--- config.mk ---
export PLATFORM = sky130hd
export DESIGN_NAME = alu_arbiter_flat
export DESIGN_NICKNAME = d
export VERILOG_FILES = /design/src/rtl/alu_arbiter_if.sv /design/src/rtl/alu_arbiter.sv /design/src/flat_wrapper.sv
export SDC_FILE = /design/constraint.sdc
export NUM_CORES = 1
export LEC_CHECK = 0
export BUFFER_PORTS_ARGS = -buffer_cell sky130_fd_sc_hd__buf_2
export CAP_MARGIN = 20
export CORE_MARGIN = 1
export CORE_UTILIZATION = 45
export DETAILED_ROUTE_END_ITERATION = 10
export PLACE_DENSITY = 0.85
export SLEW_MARGIN = 15
export SYNTH_ARGS = -nofsm -noshare
export SYNTH_HDL_FRONTEND = slang
export SYNTH_SLANG_ARGS = --single-unit
--- constraint.sdc ---
create_clock -name clk -period 2.77 [get_ports clk]
set_input_delay 0.1385 -clock clk [delete_from_list [all_inputs] [get_ports clk]]
set_output_delay 0.1385 -clock clk [all_outputs]
set_load 0.005 [all_outputs]
--- src/rtl/alu_arbiter_if.sv ---
// alu_arbiter_if
// Request/response bundle between two requesters and the ALU arbiter.
//   req0_*/req1_*   : operation request (valid, ready, op, a, b)
//   resp0_*/resp1_* : captured result back to each requester
//                     (valid, ready, result, flags)
// Modports:
//   master : requester side (drives requests, consumes responses)
//   slave  : arbiter side (accepts requests, produces responses)
interface alu_arbiter_if #(
    parameter int W = 16
);
    logic         req0_valid;
    logic         req0_ready;
    logic [4:0]   req0_op;
    logic [W-1:0] req0_a;
    logic [W-1:0] req0_b;

    logic         req1_valid;
    logic         req1_ready;
    logic [4:0]   req1_op;
    logic [W-1:0] req1_a;
    logic [W-1:0] req1_b;

    logic         resp0_valid;
    logic         resp0_ready;
    logic [W-1:0] resp0_result;
    logic [3:0]   resp0_flags;

    logic         resp1_valid;
    logic         resp1_ready;
    logic [W-1:0] resp1_result;
    logic [3:0]   resp1_flags;

    modport master (
        output req0_valid, req0_op, req0_a, req0_b,
        output req1_valid, req1_op, req1_a, req1_b,
        output resp0_ready, resp1_ready,
        input  req0_ready, req1_ready,
        input  resp0_valid, resp0_result, resp0_flags,
        input  resp1_valid, resp1_result, resp1_flags
    );

    modport slave (
        input  req0_valid, req0_op, req0_a, req0_b,
        input  req1_valid, req1_op, req1_a, req1_b,
        input  resp0_ready, resp1_ready,
        output req0_ready, req1_ready,
        output resp0_valid, resp0_result, resp0_flags,
        output resp1_valid, resp1_result, resp1_flags
    );
endinterface

--- src/rtl/alu_arbiter.sv ---
// alu_arbiter
// Shares one external combinational ALU between two requesters.
// Each accepted operation goes IDLE -> ISSUE -> RESP -> IDLE, so at most
// one operation is in flight and throughput is one op per three cycles.
//
// Ports:
//   clk, rst_n           : clock, asynchronous active-low reset
//   bus (slave)          : request/response bundle, see alu_arbiter_if
//   alu_op, alu_a, alu_b : operands presented to the shared ALU
//   alu_result, alu_flags: ALU outputs, captured at the end of ISSUE
//   busy                 : high whenever the FSM is not IDLE
//   dbg_state            : current FSM state (IDLE=0, ISSUE=1, RESP=2)
//
// Handshake: a transfer happens at a rising edge where valid and ready
// are both high. reqN_ready is only ever high in IDLE, for the single
// granted valid requester. respN_valid stays high with stable
// result/flags until respN_ready is sampled high; respN_ready seen while
// respN_valid is low is ignored.
//
// Configuration macro ALU_ARB_RR_EN:
//   defined   : round-robin, the requester not granted last wins a tie;
//               the priority pointer moves only on a request handshake.
//   undefined : fixed priority, requester 0 always wins a tie.
module alu_arbiter #(
    parameter int W = 16
) (
    input  logic         clk,
    input  logic         rst_n,
    alu_arbiter_if.slave bus,
    output logic [4:0]   alu_op,
    output logic [W-1:0] alu_a,
    output logic [W-1:0] alu_b,
    input  logic [W-1:0] alu_result,
    input  logic [3:0]   alu_flags,
    output logic         busy,
    output logic [1:0]   dbg_state
);
    localparam logic [1:0] IDLE  = 2'd0;
    localparam logic [1:0] ISSUE = 2'd1;
    localparam logic [1:0] RESP  = 2'd2;

    logic [1:0]   state;
    logic [1:0]   state_nxt;
    logic         gnt_id;
    logic [4:0]   op_r;
    logic [W-1:0] a_r;
    logic [W-1:0] b_r;
    logic [W-1:0] result_r;
    logic [3:0]   flags_r;

    logic pick;   // requester that would be granted if IDLE (0 or 1)
    logic hs0;
    logic hs1;
    logic hs;
    logic resp_take;

`ifdef ALU_ARB_RR_EN
    // prio names the requester that wins a tie; it points away from the
    // requester granted most recently.
    logic prio;

    always_comb begin
        if (bus.req0_valid && bus.req1_valid) begin
            pick = prio;
        end else begin
            pick = bus.req1_valid && !bus.req0_valid;
        end
    end

    always_ff @(posedge clk or negedge rst_n) begin
        if (!rst_n) begin
            prio <= 1'b0;
        end else if (hs) begin
            prio <= hs0;
        end
    end
`else
    // Requester 1 is only chosen when requester 0 is not asking.
    assign pick = !bus.req0_valid;
`endif

    assign bus.req0_ready = (state == IDLE) && bus.req0_valid && !pick;
    assign bus.req1_ready = (state == IDLE) && bus.req1_valid && pick;

    assign hs0 = bus.req0_valid && bus.req0_ready;
    assign hs1 = bus.req1_valid && bus.req1_ready;
    assign hs  = hs0 || hs1;

    assign bus.resp0_valid  = (state == RESP) && !gnt_id;
    assign bus.resp1_valid  = (state == RESP) && gnt_id;
    assign bus.resp0_result = result_r;
    assign bus.resp1_result = result_r;
    assign bus.resp0_flags  = flags_r;
    assign bus.resp1_flags  = flags_r;

    assign resp_take = (bus.resp0_valid && bus.resp0_ready) ||
                       (bus.resp1_valid && bus.resp1_ready);

    // The ALU always sees the last accepted operands, so its inputs only
    // move on a request handshake.
    assign alu_op = op_r;
    assign alu_a  = a_r;
    assign alu_b  = b_r;

    assign busy      = (state != IDLE);
    assign dbg_state = state;

    always_comb begin
        state_nxt = state;
        case (state)
            IDLE:    if (hs) state_nxt = ISSUE;
            ISSUE:   state_nxt = RESP;
            RESP:    if (resp_take) state_nxt = IDLE;
            default: state_nxt = IDLE;
        endcase
    end

    always_ff @(posedge clk or negedge rst_n) begin
        if (!rst_n) begin
            state    <= IDLE;
            gnt_id   <= 1'b0;
            op_r     <= '0;
            a_r      <= '0;
            b_r      <= '0;
            result_r <= '0;
            flags_r  <= '0;
        end else begin
            state <= state_nxt;
            if (hs) begin
                gnt_id <= hs1;
                op_r   <= hs1 ? bus.req1_op : bus.req0_op;
                a_r    <= hs1 ? bus.req1_a  : bus.req0_a;
                b_r    <= hs1 ? bus.req1_b  : bus.req0_b;
            end
            if (state == ISSUE) begin
                result_r <= alu_result;
                flags_r  <= alu_flags;
            end
        end
    end
endmodule

--- src/flat_wrapper.sv ---
// flat-port wrapper written by rule: the top's interface ports become plain ports
module alu_arbiter_flat 
#(
    parameter int W = 16
)
  (clk, rst_n, alu_op, alu_a, alu_b, alu_result, alu_flags, busy, dbg_state, bus_req0_valid, bus_req0_op, bus_req0_a, bus_req0_b, bus_req1_valid, bus_req1_op, bus_req1_a, bus_req1_b, bus_resp0_ready, bus_resp1_ready, bus_req0_ready, bus_req1_ready, bus_resp0_valid, bus_resp0_result, bus_resp0_flags, bus_resp1_valid, bus_resp1_result, bus_resp1_flags);
  alu_arbiter_if #(.W(W)) bus_i ();
  input  logic clk;
  input  logic rst_n;
  output logic [4:0] alu_op;
  output logic [W-1:0] alu_a;
  output logic [W-1:0] alu_b;
  input  logic [W-1:0] alu_result;
  input  logic [3:0] alu_flags;
  output logic busy;
  output logic [1:0] dbg_state;
  input wire logic [$bits(bus_i.req0_valid)-1:0] bus_req0_valid;
  input wire logic [$bits(bus_i.req0_op)-1:0] bus_req0_op;
  input wire logic [$bits(bus_i.req0_a)-1:0] bus_req0_a;
  input wire logic [$bits(bus_i.req0_b)-1:0] bus_req0_b;
  input wire logic [$bits(bus_i.req1_valid)-1:0] bus_req1_valid;
  input wire logic [$bits(bus_i.req1_op)-1:0] bus_req1_op;
  input wire logic [$bits(bus_i.req1_a)-1:0] bus_req1_a;
  input wire logic [$bits(bus_i.req1_b)-1:0] bus_req1_b;
  input wire logic [$bits(bus_i.resp0_ready)-1:0] bus_resp0_ready;
  input wire logic [$bits(bus_i.resp1_ready)-1:0] bus_resp1_ready;
  output wire logic [$bits(bus_i.req0_ready)-1:0] bus_req0_ready;
  output wire logic [$bits(bus_i.req1_ready)-1:0] bus_req1_ready;
  output wire logic [$bits(bus_i.resp0_valid)-1:0] bus_resp0_valid;
  output wire logic [$bits(bus_i.resp0_result)-1:0] bus_resp0_result;
  output wire logic [$bits(bus_i.resp0_flags)-1:0] bus_resp0_flags;
  output wire logic [$bits(bus_i.resp1_valid)-1:0] bus_resp1_valid;
  output wire logic [$bits(bus_i.resp1_result)-1:0] bus_resp1_result;
  output wire logic [$bits(bus_i.resp1_flags)-1:0] bus_resp1_flags;
  assign bus_i.req0_valid = bus_req0_valid;
  assign bus_i.req0_op = bus_req0_op;
  assign bus_i.req0_a = bus_req0_a;
  assign bus_i.req0_b = bus_req0_b;
  assign bus_i.req1_valid = bus_req1_valid;
  assign bus_i.req1_op = bus_req1_op;
  assign bus_i.req1_a = bus_req1_a;
  assign bus_i.req1_b = bus_req1_b;
  assign bus_i.resp0_ready = bus_resp0_ready;
  assign bus_i.resp1_ready = bus_resp1_ready;
  assign bus_req0_ready = bus_i.req0_ready;
  assign bus_req1_ready = bus_i.req1_ready;
  assign bus_resp0_valid = bus_i.resp0_valid;
  assign bus_resp0_result = bus_i.resp0_result;
  assign bus_resp0_flags = bus_i.resp0_flags;
  assign bus_resp1_valid = bus_i.resp1_valid;
  assign bus_resp1_result = bus_i.resp1_result;
  assign bus_resp1_flags = bus_i.resp1_flags;
  alu_arbiter #(.W(W)) u_core (.clk(clk), .rst_n(rst_n), .bus(bus_i), .alu_op(alu_op), .alu_a(alu_a), .alu_b(alu_b), .alu_result(alu_result), .alu_flags(alu_flags), .busy(busy), .dbg_state(dbg_state));
endmodule
==> Yosys cells after proc, flatten, opt, wreduce, memory -nomap -nowiden <==
Cells that the tools add are included.
{ "totals": {"elab_cells": 34, "regBits": 60, "inputBits": 100} }
{ "op_classes": {"eq_ne": 4, "n_mux": 6, "reduce_logical": 17} }
{ "ops": {"columns": ["cell", "count"], "rows": [
  ["16-bit 2-to-1 mux", 2],
  ["1-bit logical AND", 10],
  ["2-bit case mux with 3 select lines", 1],
  ["5-bit 2-to-1 mux", 1],
  ["2-bit 2-to-1 mux", 2],
  ["2-bit by 1-bit inequality test with 1-bit output, second input constant", 2],
  ["2-bit by 1-bit == test with 1-bit output, second input constant", 1],
  ["2-bit == test, second input constant", 1],
  ["1-bit zero test", 2],
  ["2-bit zero test", 1],
  ["1-bit logical OR", 2],
  ["2-bit AND reduction", 1],
  ["2-bit nonzero test", 1]
]} }

==> Logic depth before layout (Yosys ltp) <==
{ "logic_depth": {"ltp_word": 7, "depth_mapped": 6, "ltp_nobuf": 3} }

==> Least setup slack after synthesis <==
No wires, ideal clock.
{ "synth_path": {"path_type": "register to register", "from": "reg u_core.state[1] (netlist: u_core.dbg_state[1])", "to": "reg u_core.a_r[10] (netlist: u_core.alu_a[10])", "setup_time_ns": 0.126, "n_path_buf": 3, "path_stages_with_launch": 6, "required_time_ns": 2.644, "arrival_ns": 1.335, "setup_slack_ns": 1.309, "path_cell_list": "dfrtp_1 > or2_1 > buf_6 > buf_6 > buf_6 > a221o_1"} }
{ "synth_via": {"elab_chain_cells": 5, "word_cells_on_any_way": 9} }
{ "synth_rtl": {"columns": ["item", "line_no", "text"], "rows": [
  ["start, declared", "alu_arbiter.sv:42", "logic [1:0] state;"],
  ["start signal, assigned", "alu_arbiter.sv:128", "state <= state_nxt;"],
  ["2-bit zero test (*)", "alu_arbiter.sv:82, alu_arbiter.sv:83", null],
  ["1-bit logical AND (on tied branches) (2 in series)", "alu_arbiter.sv:83, alu_arbiter.sv:82", null],
  ["1-bit logical AND (on tied branches)", "alu_arbiter.sv:86, alu_arbiter.sv:85", null],
  ["16-bit 2-to-1 mux / 1-bit logical OR (equally long branches)", "alu_arbiter.sv:132, alu_arbiter.sv:87", null],
  ["end signal, assigned", "alu_arbiter.sv:132", "a_r <= hs1 ? bus.req1_a : bus.req0_a;"],
  ["end, declared", "alu_arbiter.sv:46", "logic [W-1:0] a_r;"]
]} }
Mark *: on every way between the ends. The rest lies on a longest branch, timed or not.
A chain may end at the register's enable or synchronous reset.

==> Final worst setup path <==
{ "layout_path": {"from": "reg u_core.state[1] (netlist: u_core.dbg_state[1])", "to": "out bus_req0_ready"} }
{ "layout_via": {"elab_chain_cells": 3} }
{ "layout_rtl": {"columns": ["item", "line_no", "text"], "rows": [
  ["2-bit zero test", "alu_arbiter.sv:82", "assign bus.req0_ready = (state == IDLE) && bus.req0_valid && !pick;"],
  ["1-bit logical AND (2 in series)", "alu_arbiter.sv:82", null],
  ["end, declared", "flat_wrapper.sv:27", "output wire logic [$bits(bus_i.req0_ready)-1:0] bus_req0_ready;"]
]} }
Every way passes these cells.

==> results.cfg <==
[clocking]
root_buffer = clkbuf_8
cts_tree = built
cts_num_sinks = 60
clk_path_buf_depth = 2
path_clk_slew_ns = 0.08
cts_made_buffers = 9
post_cts_resized = 0
htree_levels = 3
clkLatencyLatePin_ns = 0.33

[min_path]
worst_hold_path.endpoint = u_core.alu_a[15]$_DFFE_PN0P_
worstHoldPathType = in2reg
timing.hold.worst_path_depth = 2
min_from = bus_req0_a[15]

[timing]
max_freq_ghz = 0.506
finalMaxSlewViolations = 0
period_needed_ns = 1.97
holdWs_ns = 0.0237
setup_viol = 0
setup_tns_ns = 0
fin_worst_skew_ns = 0.0111
finalHoldViolations = 0
final.period_utilization = 0.713
slew_headroom = 0.402
worst_pin_slew_ns = 0.898
rsz0062_at_grt = no

[global_routing]
grt_first_pass_wirelength_um = 11000
overflow = 0
antenna_found_initial = 1
grt_max_degree = 61
grt_use_total = 0.223
grt_pass1_vias = 2339

[run]
drv_cap = 0

[synthesis]
ys_ff_latch = 60
synthCells = 213
syn_area_per_cell_um2 = 13.3
seq_area_frac_synth = 0.528
synth.cell_area_um2 = 2840
yosysUniqueCellTypes = 17
yosysWarnings = 0
mappedNetlistNets = 313

[pwr]
ir_drop_uv = 613
p_per_area_nw_per_um2 = 1170
p_leak_nw = 1.94

[worst_setup_path]
r2r_slack_ns = 1.06
worstSetupStartpoint = u_core.dbg_state[1]$_DFFE_PN0P_
timing.rr.end = u_core.alu_a[11]$_DFFE_PN0P_
r2r-start = u_core.dbg_state[0]$_DFFE_PN0P_
critPathArrivalTime_ns = 1.84
worstRegToRegCells = 5
required_ns = 2.63
crit_fanout = 40
worstSetupPathType = reg2out
cp-start-kind = flop
end_kind = output port

[run_status]
status = completed

[place]
place_congestion = 0.698
place_hpwl_um = 5280
portBuffers = 183

[floorplanning]
die_area_um2 = 6640
die_x_um = 81.5
die_height_um = 81.5
start_util = 0.475
core_area_um2 = 5990
std_cell_rows = 28
io_pins = 184

[detailed_routing]
dr.pass1.iters = 4
routed_wl_um = 7630
wl_per_cell_um = 16.9
num_vias = 2578
antenna_left = 0
vias_per_cell = 5.69
drc = 0
dr.first_iter.drc_count = 105

[layout]
diodes = 0
nNetsFinal = 473
syn_to_final_growth_pct = 37.0
layout-drive-gt1-share = 0.611
==> sequential cells by signal, indices dropped and copies added, names as in the netlist <==
signal and count:
u_core.alu_a 16, u_core.bus.resp0_result 16, u_core.bus.resp0_flags 4, u_core.gnt_id 1
u_core.alu_b 16, u_core.dbg_state 2, u_core.alu_op 5
==> repair_timing <==
action                                 in CTS  in global routing
hold buffers                                1                  0
endpoints found under the hold margin      60                  0
buffers inserted                            0                  0
==> power breakdown <==
part	switching, W	internal (W)
Sequential	0.000343	0.00133
Combinational	0.000837	0.00107
Clock	0.000354	0.000622
==> layer usage <==
| layer | global-route usage | vias to the layer above | part of all wire |
|---|---|---|---|
| met5 | 0 | - | 0.0022 |
| met4 | 0.0893 | 2 | 0.0097 |
| li1 | - | 1175 | - |
| met1 | 0.254 | 1250 | 0.40 |
| met3 | 0.0633 | 9 | 0.086 |
| met2 | 0.393 | 142 | 0.50 |
==> area by class of cell <==
class	instances	area [um2]
clock buffer	10	138
clock inverter	6	111
fill	476	2100
inverter	2	7.51
multi-input combinational	108	1060
sequential	60	1500
tap	75	93.8
timing repair buffer	192	986
==> critical path, cell delays in order, from the launching register on <==
cell     delay [ns]
dfrtp_1        0.43
or2_1          0.24
buf_4          0.26
nor2_2         0.15
buf_4          0.25
buf_2          0.15
==> cell usage after synthesis, drive strengths merged <==
cell	number	share of area
nor2	7	0.010
a221o	37	0.13
a32o	37	0.13
nor3b	1	0.0044
dfrtp	60	0.53
and2	1	0.0022
mux2	21	0.083
buf	36	0.091
inv	2	0.0026
clkbuf	7	0.0092
o21ai	1	0.0018
nand2b	2	0.0044
or2	1	0.0022
==> cell usage in the layout, fill, tap and decap left out, types with 2 or more instances in the layout <==
cell type | Yosys | layout
nand2b_1 | 2 | 2
dfrtp_1 | 60 | 60
a32o_1 | 37 | 37
clkbuf_8 | 0 | 10
buf_2 | 9 | 183
buf_4 | 22 | 8
nor2_1 | 6 | 5
a221o_1 | 37 | 37
nor2_2 | 1 | 2
mux2_2 | 21 | 21
inv_1 | 2 | 2
bufinv_16 | 0 | 3
==> worst max path at each step <==
stage	endpoint	slack, ns	depth (start not counted)
after floorplan	u_core.alu_a[10]$_DFFE_PN0P_	1.31	5
after global placement	u_core.bus.resp0_result[4]$_DFFE_PN0N_	1.09	2
after detailed placement	u_core.bus.resp0_result[9]$_DFFE_PN0N_	1.06	2
after CTS	bus_req0_ready	0.78	5
after global routing	bus_req0_ready	0.66	5
final	bus_req0_ready	0.80	5
==> stage by stage <==
step                power [W]  utilization  worst slack [ns]  std cells  area (um2)
floorplan             0.00296            -              1.31        213        2840
global placement      0.00353        0.607              1.09        436        3640
detailed placement    0.00361        0.607              1.06        436        3640
CTS                   0.00459        0.650             0.785        453        3890
global route          0.00487        0.650             0.663        453        3890
finish                0.00456        0.650             0.795        453        3890
==> cells by family after synthesis <==
group / share of synthesized area
buf+inv: 0.103
mux: 0.0832
flops: 0.528
compound gates: 0.262
simple gates: 0.0233
Note: power is estimated with default switching activity, not from simulation.
